### src/rtl/muldiv_pkg.sv
// Shared encodings and constants for the EX-stage multiply/divide unit.
package muldiv_pkg;

  localparam int unsigned MD_ITER = 32;
  localparam logic [31:0] MD_DIV0_LO = '1;

  typedef enum logic [2:0] {
    MD_NONE  = 3'd0,
    MD_MULT  = 3'd1,
    MD_MULTU = 3'd2,
    MD_DIV   = 3'd3,
    MD_DIVU  = 3'd4,
    MD_MTHI  = 3'd5,
    MD_MTLO  = 3'd6,
    MD_NONE7 = 3'd7
  } md_op_t;

  typedef enum logic [1:0] {
    S_IDLE,
    S_BUSY,
    S_DONE
  } md_state_t;

  function automatic logic [31:0] md_mag(input logic [31:0] v, input logic sgn);
    return (sgn && v[31]) ? -v : v;
  endfunction

endpackage

### src/rtl/ex_muldiv_core.sv
// One iteration of the mul/div datapath: shift-add multiply or restoring divide
// on a 64-bit accumulator ({upper, multiplier} or {remainder, dividend/quotient}).
module ex_muldiv_core (
  input  logic [63:0] acc,
  input  logic [31:0] opb,
  input  logic        is_div,
  output logic [63:0] acc_next
);

  logic [32:0] sum;
  logic [32:0] diff;

  always_comb begin
    sum  = {1'b0, acc[63:32]} + (acc[0] ? {1'b0, opb} : 33'd0);
    // bit 32 of diff is the borrow: shifted remainder smaller than divisor
    diff = acc[63:31] - {1'b0, opb};
    if (is_div)
      acc_next = diff[32] ? {acc[62:0], 1'b0} : {diff[31:0], acc[30:0], 1'b1};
    else
      acc_next = {sum, acc[31:1]};
  end

endmodule

### src/rtl/ex_muldiv.sv
// EX-stage iterative MULT/MULTU/DIV/DIVU with HI/LO and pipeline stall.
// Define MULDIV_FAST_MUL_EN for single-cycle multiplies (divides stay iterative).
module ex_muldiv
  import muldiv_pkg::*;
#(
  parameter int unsigned ITER = MD_ITER
) (
  input  logic        clk,
  input  logic        rst,
  input  logic [31:0] ex_a,
  input  logic [31:0] ex_b,
  input  logic [2:0]  ex_mdop,
  input  logic        flush,
  output logic        stall,
  output logic        done,
  output logic [31:0] hi,
  output logic [31:0] lo
);

  md_op_t      op;
  md_state_t   state;
  logic [4:0]  cnt;
  logic [63:0] acc;
  logic [63:0] acc_next;
  logic [31:0] opb;
  logic        div_op;
  logic        neg_q;
  logic        neg_r;

  logic        is_mul, is_div, is_signed, div0;
  logic [31:0] a_mag, b_mag;
  logic [63:0] prod_fix;
  logic [31:0] quo_fix, rem_fix;

  assign op = md_op_t'(ex_mdop);

  always_comb begin
    is_mul    = (op == MD_MULT) || (op == MD_MULTU);
    is_div    = (op == MD_DIV)  || (op == MD_DIVU);
    is_signed = (op == MD_MULT) || (op == MD_DIV);
    div0      = is_div && (ex_b == '0);
    a_mag     = md_mag(ex_a, is_signed);
    b_mag     = md_mag(ex_b, is_signed);
  end

  assign stall = rst & ~flush &
                 (((state == S_IDLE) & (is_mul | is_div)) | (state == S_BUSY));

`ifdef MULDIV_FAST_MUL_EN
  logic [63:0] fast_prod;
  always_comb begin
    if (op == MD_MULT)
      fast_prod = 64'($signed(ex_a) * $signed(ex_b));
    else
      fast_prod = 64'(ex_a) * 64'(ex_b);
  end
`endif

  ex_muldiv_core u_core (
    .acc      (acc),
    .opb      (opb),
    .is_div   (div_op),
    .acc_next (acc_next)
  );

  // Sign correction applied to the final step's result as it is committed
  always_comb begin
    prod_fix = neg_q ? -acc_next : acc_next;
    quo_fix  = neg_q ? -acc_next[31:0]  : acc_next[31:0];
    rem_fix  = neg_r ? -acc_next[63:32] : acc_next[63:32];
  end

  always_ff @(posedge clk or negedge rst) begin
    if (!rst) begin
      state  <= S_IDLE;
      cnt    <= '0;
      acc    <= '0;
      opb    <= '0;
      div_op <= 1'b0;
      neg_q  <= 1'b0;
      neg_r  <= 1'b0;
      done   <= 1'b0;
      hi     <= '0;
      lo     <= '0;
    end else begin
      case (state)
        S_IDLE: begin
          done <= 1'b0;
          if (!flush) begin
            if (op == MD_MTHI) begin
              hi <= ex_a;
            end else if (op == MD_MTLO) begin
              lo <= ex_a;
            end else if (div0) begin
              hi    <= ex_a;
              lo    <= MD_DIV0_LO;
              done  <= 1'b1;
              state <= S_DONE;
`ifdef MULDIV_FAST_MUL_EN
            end else if (is_mul) begin
              {hi, lo} <= fast_prod;
              done     <= 1'b1;
              state    <= S_DONE;
`endif
            end else if (is_mul || is_div) begin
              acc    <= {32'd0, is_div ? a_mag : b_mag};
              opb    <= is_div ? b_mag : a_mag;
              div_op <= is_div;
              neg_q  <= is_signed & (ex_a[31] ^ ex_b[31]);
              neg_r  <= is_signed & is_div & ex_a[31];
              cnt    <= '0;
              state  <= S_BUSY;
            end
          end
        end
        S_BUSY: begin
          if (flush) begin
            state <= S_IDLE;
          end else begin
            acc <= acc_next;
            cnt <= cnt + 5'd1;
            if (cnt == 5'(ITER - 1)) begin
              if (div_op) begin
                hi <= rem_fix;
                lo <= quo_fix;
              end else begin
                {hi, lo} <= prod_fix;
              end
              done  <= 1'b1;
              state <= S_DONE;
            end
          end
        end
        S_DONE: begin
          done  <= 1'b0;
          state <= S_IDLE;
        end
        default: state <= S_IDLE;
      endcase
    end
  end

endmodule

### config.mk
export PLATFORM = sky130hd
export DESIGN_NAME = ex_muldiv
export DESIGN_NICKNAME = d
export VERILOG_FILES = /design/src/rtl/muldiv_pkg.sv /design/src/rtl/ex_muldiv_core.sv /design/src/rtl/ex_muldiv.sv
export SDC_FILE = /design/constraint.sdc
export NUM_CORES = 1
export LEC_CHECK = 0
export CAP_MARGIN = 20
export CORE_ASPECT_RATIO = 1.2
export CORE_MARGIN = 8
export CORE_UTILIZATION = 50
export DETAILED_ROUTE_END_ITERATION = 6
export PLACE_DENSITY = 0.77
export SLEW_MARGIN = 10
export SYNTH_ARGS = -nofsm -noshare
export SYNTH_HDL_FRONTEND = slang
export SYNTH_SLANG_ARGS = --single-unit
### constraint.sdc
create_clock -name clk -period 7.55 [get_ports clk]
set_input_delay 1.51 -clock clk [delete_from_list [all_inputs] [get_ports clk]]
set_output_delay 1.51 -clock clk [all_outputs]
set_load 0.01 [all_outputs]
=== After elaboration in Yosys (flattened, before gate mapping) ===
Index checks and enable logic that the tools add are counted.
Widths: inputs -> output; s select.

* Input port bits: 70
* Register bits after elaboration: 171
* Logic and storage cells: 124

* Add/subtract/negate cells: 8
* Equality and inequality tests: 21
* Reductions and logical operators: 17
* Bitwise operators: 13
* Mux-type cells: 55

{| class="wikitable"
|+ Operators by type and width
! cell !! number
|-
| $mux 32 || 21
|-
| $mux 64 || 9
|-
| $neg 32->32 || 4
|-
| $pmux 32 s2 || 2
|-
| $pmux 64 s2 || 1
|-
| $neg 64->64 || 1
|-
| $add 32x33->33 || 1
|-
| $sub 33x32->33 || 1
|-
| $logic_not 32->1 || 1
|-
| $mux 5 || 6
|-
| $reduce_and 6->1 || 3
|-
| $mux 2 || 7
|-
| $ne 3x2->1 const B || 4
|-
| $ne 2x2->1 const B || 5
|-
| $pmux 5 s2 || 1
|-
| $eq 3x3->1 const B || 3
|-
| $reduce_and 7->1 || 1
|-
| $and 1x1->1 || 6
|-
| $eq 3x2->1 const B || 2
|-
| $mux 1 || 6
|-
| $add 5x1->5 const B || 1
|-
| $eq 5x5->1 const B || 1
|-
| $reduce_and 5->1 || 1
|-
| $logic_or 1x1->1 || 4
|-
| 15 further kinds || 22
|}

=== Depth between registers and ports, before layout ===
* Word-level depth: 11
* Gate-level depth with buffers: 25

=== By module ===
A second synthesis with hierarchy kept.

* Cell total of the unflattened synthesis: 2109
* Area total of the unflattened synthesis: 16199.3 um^2

{| class="wikitable"
|+ Modules (own cells, without submodules)
! module !! area each (um^2) !! cells an instance !! instances
|-
| ex_muldiv || 11618.6 || 1445 || 1
|-
| ex_muldiv_core || 4580.6 || 664 || 1
|}

=== Worst setup path after synthesis ===
OpenSTA, ideal clock, no wires.

* Path kind: register to register
* Start: register acc[31]
* End: register hi[22]
* Setup slack: 1.841 ns
* Buffers on the path: 2
* Cell stages (with the launch flop): 24
* Data arrival time: 5.640 ns
* Cell sequence: dfrtp_1 inv_1 ha_1 inv_1 fa_1 a211oi_1 o211a_1 or4_1 buf_2 a21bo_4 a21oi_4 nor3_1 buf_4 a21oi_1 ha_1 o211ai_1 or3_1 or4_1 or2_2 nand2b_1 o41ai_1 a22oi_1 or4_1 nand3_1

* Longest elaborated chain between the ends: 9
* Elaborated cells on any way between the ends: 11
* Those cells by class: add/sub (3); mux (8)

{| class="wikitable"
|+ RTL lines
! what !! line !! text
|-
| from (decl) || ex_muldiv.sv:23 || <nowiki>logic [63:0] acc;</nowiki>
|-
| from (signal assigned) || ex_muldiv.sv:106 || <nowiki>acc <= {32'd0, is_div ? a_mag : b_mag};</nowiki>
|-
| from (signal assigned) || ex_muldiv.sv:120 || <nowiki>acc <= acc_next;</nowiki>
|-
| $sub 33x32->33 || ex_muldiv_core.sv:16 || <nowiki>diff = acc[63:31] - {1'b0, opb};</nowiki>
|-
| $mux 64 || ex_muldiv_core.sv:18 || <nowiki>acc_next = diff[32] ? {acc[62:0], 1'b0} : {diff[31:0], acc[30:0], 1'b1};</nowiki>
|-
| $mux 64 (*) || ex_muldiv_core.sv:17 || <nowiki>if (is_div)</nowiki>
|-
| $neg 64->64 or $neg 32->32 (tied branches) || ex_muldiv.sv:68, ex_muldiv.sv:70 ||
|-
| $mux 64 or $mux 32 (tied branches) || ex_muldiv.sv:68, ex_muldiv.sv:70 ||
|-
| $mux 32 (*) || ex_muldiv.sv:123 || <nowiki>if (div_op) begin</nowiki>
|-
| $mux 32 (*) || ex_muldiv.sv:122 || <nowiki>if (cnt == 5'(ITER - 1)) begin</nowiki>
|-
| $mux 32 (*) || ex_muldiv.sv:117 || <nowiki>if (flush) begin</nowiki>
|-
| $pmux 32 s2 (*) || ex_muldiv.sv:86 || <nowiki>case (state)</nowiki>
|-
| to (signal assigned) || ex_muldiv.sv:124 || <nowiki>hi <= rem_fix;</nowiki>
|-
| to (signal assigned) || ex_muldiv.sv:127 || <nowiki>{hi, lo} <= prod_fix;</nowiki>
|-
| to (decl) || ex_muldiv.sv:16 || <nowiki>output logic [31:0] hi,</nowiki>
|}

Mark *: on every way between the ends. The rest lies on a longest branch, timed or not. The select of a mux whose other input is x is not followed.
A chain may end at the register's enable or synchronous reset.

=== Worst setup path after layout ===
Ends and elaborated chain as after synthesis.

==> impl_metrics.yaml <==
placed_design:
  io_buffers: 135
  place_hpwl_um: 51700
  routabilityCongestion: 1.02
timing:
  min_period_over_period_pct: 85.3
  finalSetupViolCount: 0
  tightest_slew_ns: 1.13
  skew_ns: 0.0121
  relSlewSlack_pct: 24.7
  fin_tns_setup_ns: 0
  rsz0062_at_grt: "false"
  slew_violations: 0
  finalHoldViolCount: 0
  min_period_ns: 6.44
  fmax_mhz: 155
floorplanning:
  die_area_um2: 38700
  die_y_um: 214
  start_util_pct: 50.7
  die_x_um: 181
  rows: 72
  core_area_um2: 32200
  ioPinCount: 136
critical_path:
  path_max_fanout: 12
  cp_num_buf_inv: 3
  r2r_cells: 22
  r2r_slack_ns: 1.11
  crit_arrival_ns: 6.82
  cpMostUsedCell: "or4_1"
  path_class: "reg -> reg"
  crit_slowest_cell: "or4_1"
  crit_family: "simple AND/OR/NAND/NOR gates"
  crit_path_end_kind: "flop"
  worstPathCellList: "inv_1 > ha_1 > inv_1 > fa_1 > a211oi_1 > o211a_1 > or4_1 > a21bo_4 > a21oi_4 > nor3_1 > a21oi_1 > ha_1 > o211ai_1 > or3_1 > or4_1 > or2_2 > nand2b_1 > o41ai_1 > buf_4 > a22oi_1 > or4_1 > nand3_1"
  cp-start-kind: "flop"
  required_ns: 7.93
  cp_slowest_stage_delay_ns: 0.67
  worst-path-stages: 22
routing:
  viasPerCell: 6.67
  drt-pass1-iter-count: 6
  drt_iter0_markers: 2098
  drt-total-wl_um: 68300
  route.detailed.drc: 0
  wire_per_inst_um: 25.6
  ant_nets: 0
  via_count: 17800
synthesis:
  ys_seq_area_share_pct: 26.2
  synth_cells: 2197
  syn_area_per_cell_um2: 7.42
  syn-num-nets: 2342
  synth_cell_type_count: 87
  synth_area_um2: 16300
  synthArstFlopShare_pct: 100
  ys_warn_count: 0
  synth_seq_cells: 171
  synth_edf_count: 0
  ys.flop_type: "dfrtp_1"
power_and_ir_drop:
  p_comb_share_pct: 69.1
  leakage_nw: 7.90
  p_switching_mw: 4.66
  p_int_mw: 3.89
  p_per_area_nw_per_um2: 462
  seqPwrFrac_pct: 20.4
  irDropWorstVdd_uv: 233
  power_mw: 8.55
  p_clk_share_pct: 10.4
  p_sw_share_pct: 54.5
cts:
  postCtsResizedCells: 0
  cts_buffers: 17
  clkLatencyLatePin_ns: 0.45
  htree_levels: 4
  root_buffer: "clkbuf_16"
  cts_sinks: 171
  cts_tree: "built"
  post-cts-setup-buffer-count: 0
  clk_pin_slew_ns: 0.08
  cts_hold_buf: 0
  clock_path_buffers: 2
worst_hold_path:
  min_path_cells: 2
  hold_class: "reg -> reg"
global_route:
  grt_pass1_vias: 17000
  grt_first_pass_wirelength_um: 102000
  antenna_found_initial: 4
  overflow: 0
  grt_start_max_net_pins: 78
  grt_usage_pct: 34.4
job:
  drv_cap: 0
final_layout:
  syn2layout_area_growth_pct: 13.4
  final_layout_size_suffix_gt1_share_pct: 5.18
  fin_nets: 2392
  fillers: 3051
  fin_util_pct: 57.5
  diodes: 0
status:
  status: "finished, final reports clean"
registers in the layout, indices dropped and copies added (netlist names):
register / flops
state: 2
done: 1
cnt: 5
neg_r: 1
lo: 32
hi: 32
opb: 32
acc: 64
neg_q: 1
div_op: 1
final timing paths:
kind | start | endpoint
worst max register to register | acc[31]$_DFFE_PN0P_ | hi[22]$_DFFE_PN0P_
worst min register to register | lo[15]$_DFFE_PN0P_ | lo[15]$_DFFE_PN0P_
worst max-delay path | acc[31]$_DFFE_PN0P_ | hi[22]$_DFFE_PN0P_
max in group asynchronous | rst | opb[11]$_DFFE_PN0P_
min in group asynchronous | rst | lo[20]$_DFFE_PN0P_
worst min-delay path | lo[15]$_DFFE_PN0P_ | lo[15]$_DFFE_PN0P_
power by group through the flow:
| stage | clock network, mW | registers (mW) | logic (mW) |
|---|---|---|---|
| after floorplan | 0 | 1.66 | 3.70 |
| after global placement | 0 | 1.72 | 5.63 |
| after detailed placement | 0 | 1.74 | 5.68 |
| after CTS | 0.893 | 1.73 | 5.71 |
| after global routing | 0.925 | 1.79 | 6.31 |
| final | 0.891 | 1.75 | 5.91 |
area by class of cell:
type / count / area (µm²) / area share (%)
repair buffers: 168 / 1600 / 8.67
inverters: 59 / 221 / 1.20
clock buffers: 17 / 425 / 2.30
well taps: 407 / 509 / 2.75
multi-input cells: 1830 / 11300 / 61.1
flip-flops and latches: 171 / 4280 / 23.2
clock inverters: 14 / 154 / 0.832
tightest hold or removal path: stages (launching register included):
cell	delay, ns
dfrtp_1	0.35
nand2_1	0.05
o21ai_0	0.06
layer usage:
layer	vias to the layer above	track usage [%]	wire [µm]
met5	-	0	14
met4	2	26.2	5700
met3	301	7.31	6240
met2	1004	57.1	31900
met1	8460	38.8	24500
li1	8004	-	-
cells in the mapped netlist, drive strengths merged (21+ instances only):
master  number  area (µm²)
o21ai      252        1260
clkbuf     107         402
nor3        55         275
o22ai       25         156
nand2      306        1150
nor2       185         697
a31oi       37         231
dfrtp      171        4280
nand2b      22         138
ha          73         913
or3         25         156
buf         30         145
o31ai       27         203
inv         58         218
nand3       39         200
o211ai      21         163
a211oi      26         195
and3        31         194
mux2i       51         510
and2        44         275
a21o        35         263
xor2        76         666
xnor2       86         753
a21oi      194         986
cell usage in the layout (no fill, tap or decap), types with 15 or more instances in the layout:
master / netlist / routed
nand2_1: 306 / 304
nor2b_1: 15 / 15
xor2_1: 76 / 76
a31oi_1: 37 / 37
o211ai_1: 20 / 20
dfrtp_1: 171 / 170
nor4_1: 18 / 18
nand2b_1: 22 / 22
clkdlybuf4s50_1: 0 / 134
nand3_1: 38 / 38
and3_1: 31 / 31
o31ai_1: 27 / 27
ha_1: 73 / 72
o21ai_0: 247 / 246
nor3_1: 55 / 55
clkbuf_16: 0 / 17
and2_1: 44 / 44
a21o_1: 35 / 34
buf_4: 1 / 32
mux2i_1: 51 / 51
a211oi_1: 26 / 26
nor2_1: 184 / 184
inv_1: 58 / 57
nand4_1: 19 / 19
or3_1: 25 / 25
a21oi_1: 192 / 191
xnor2_1: 86 / 86
o22ai_1: 25 / 25
cells by family after synthesis:
| logic type | synth area share, % |
|---|---|
| and+or+nand+nor | 23.0 |
| DFF | 26.2 |
| xor gates and xnor gates | 8.70 |
| buffers and inverters | 4.71 |
| AOI/OAI and AO/OA | 27.5 |
| muxes | 4.03 |
| adders and majority gates | 5.85 |
per-stage QoR:
step                      hold WS (ns)  cell area (µm²)  cells  setup WS (ns)
after floorplan                  0.445            16300   2197           1.84
after global placement           0.456            17900   2634           1.36
after detailed placement         0.472            17900   2635           1.27
after CTS                        0.490            18500   2666           1.19
after global routing             0.515            18500   2666          0.850
final                            0.487            18500   2666           1.11
(Power assumes the default switching activity.)
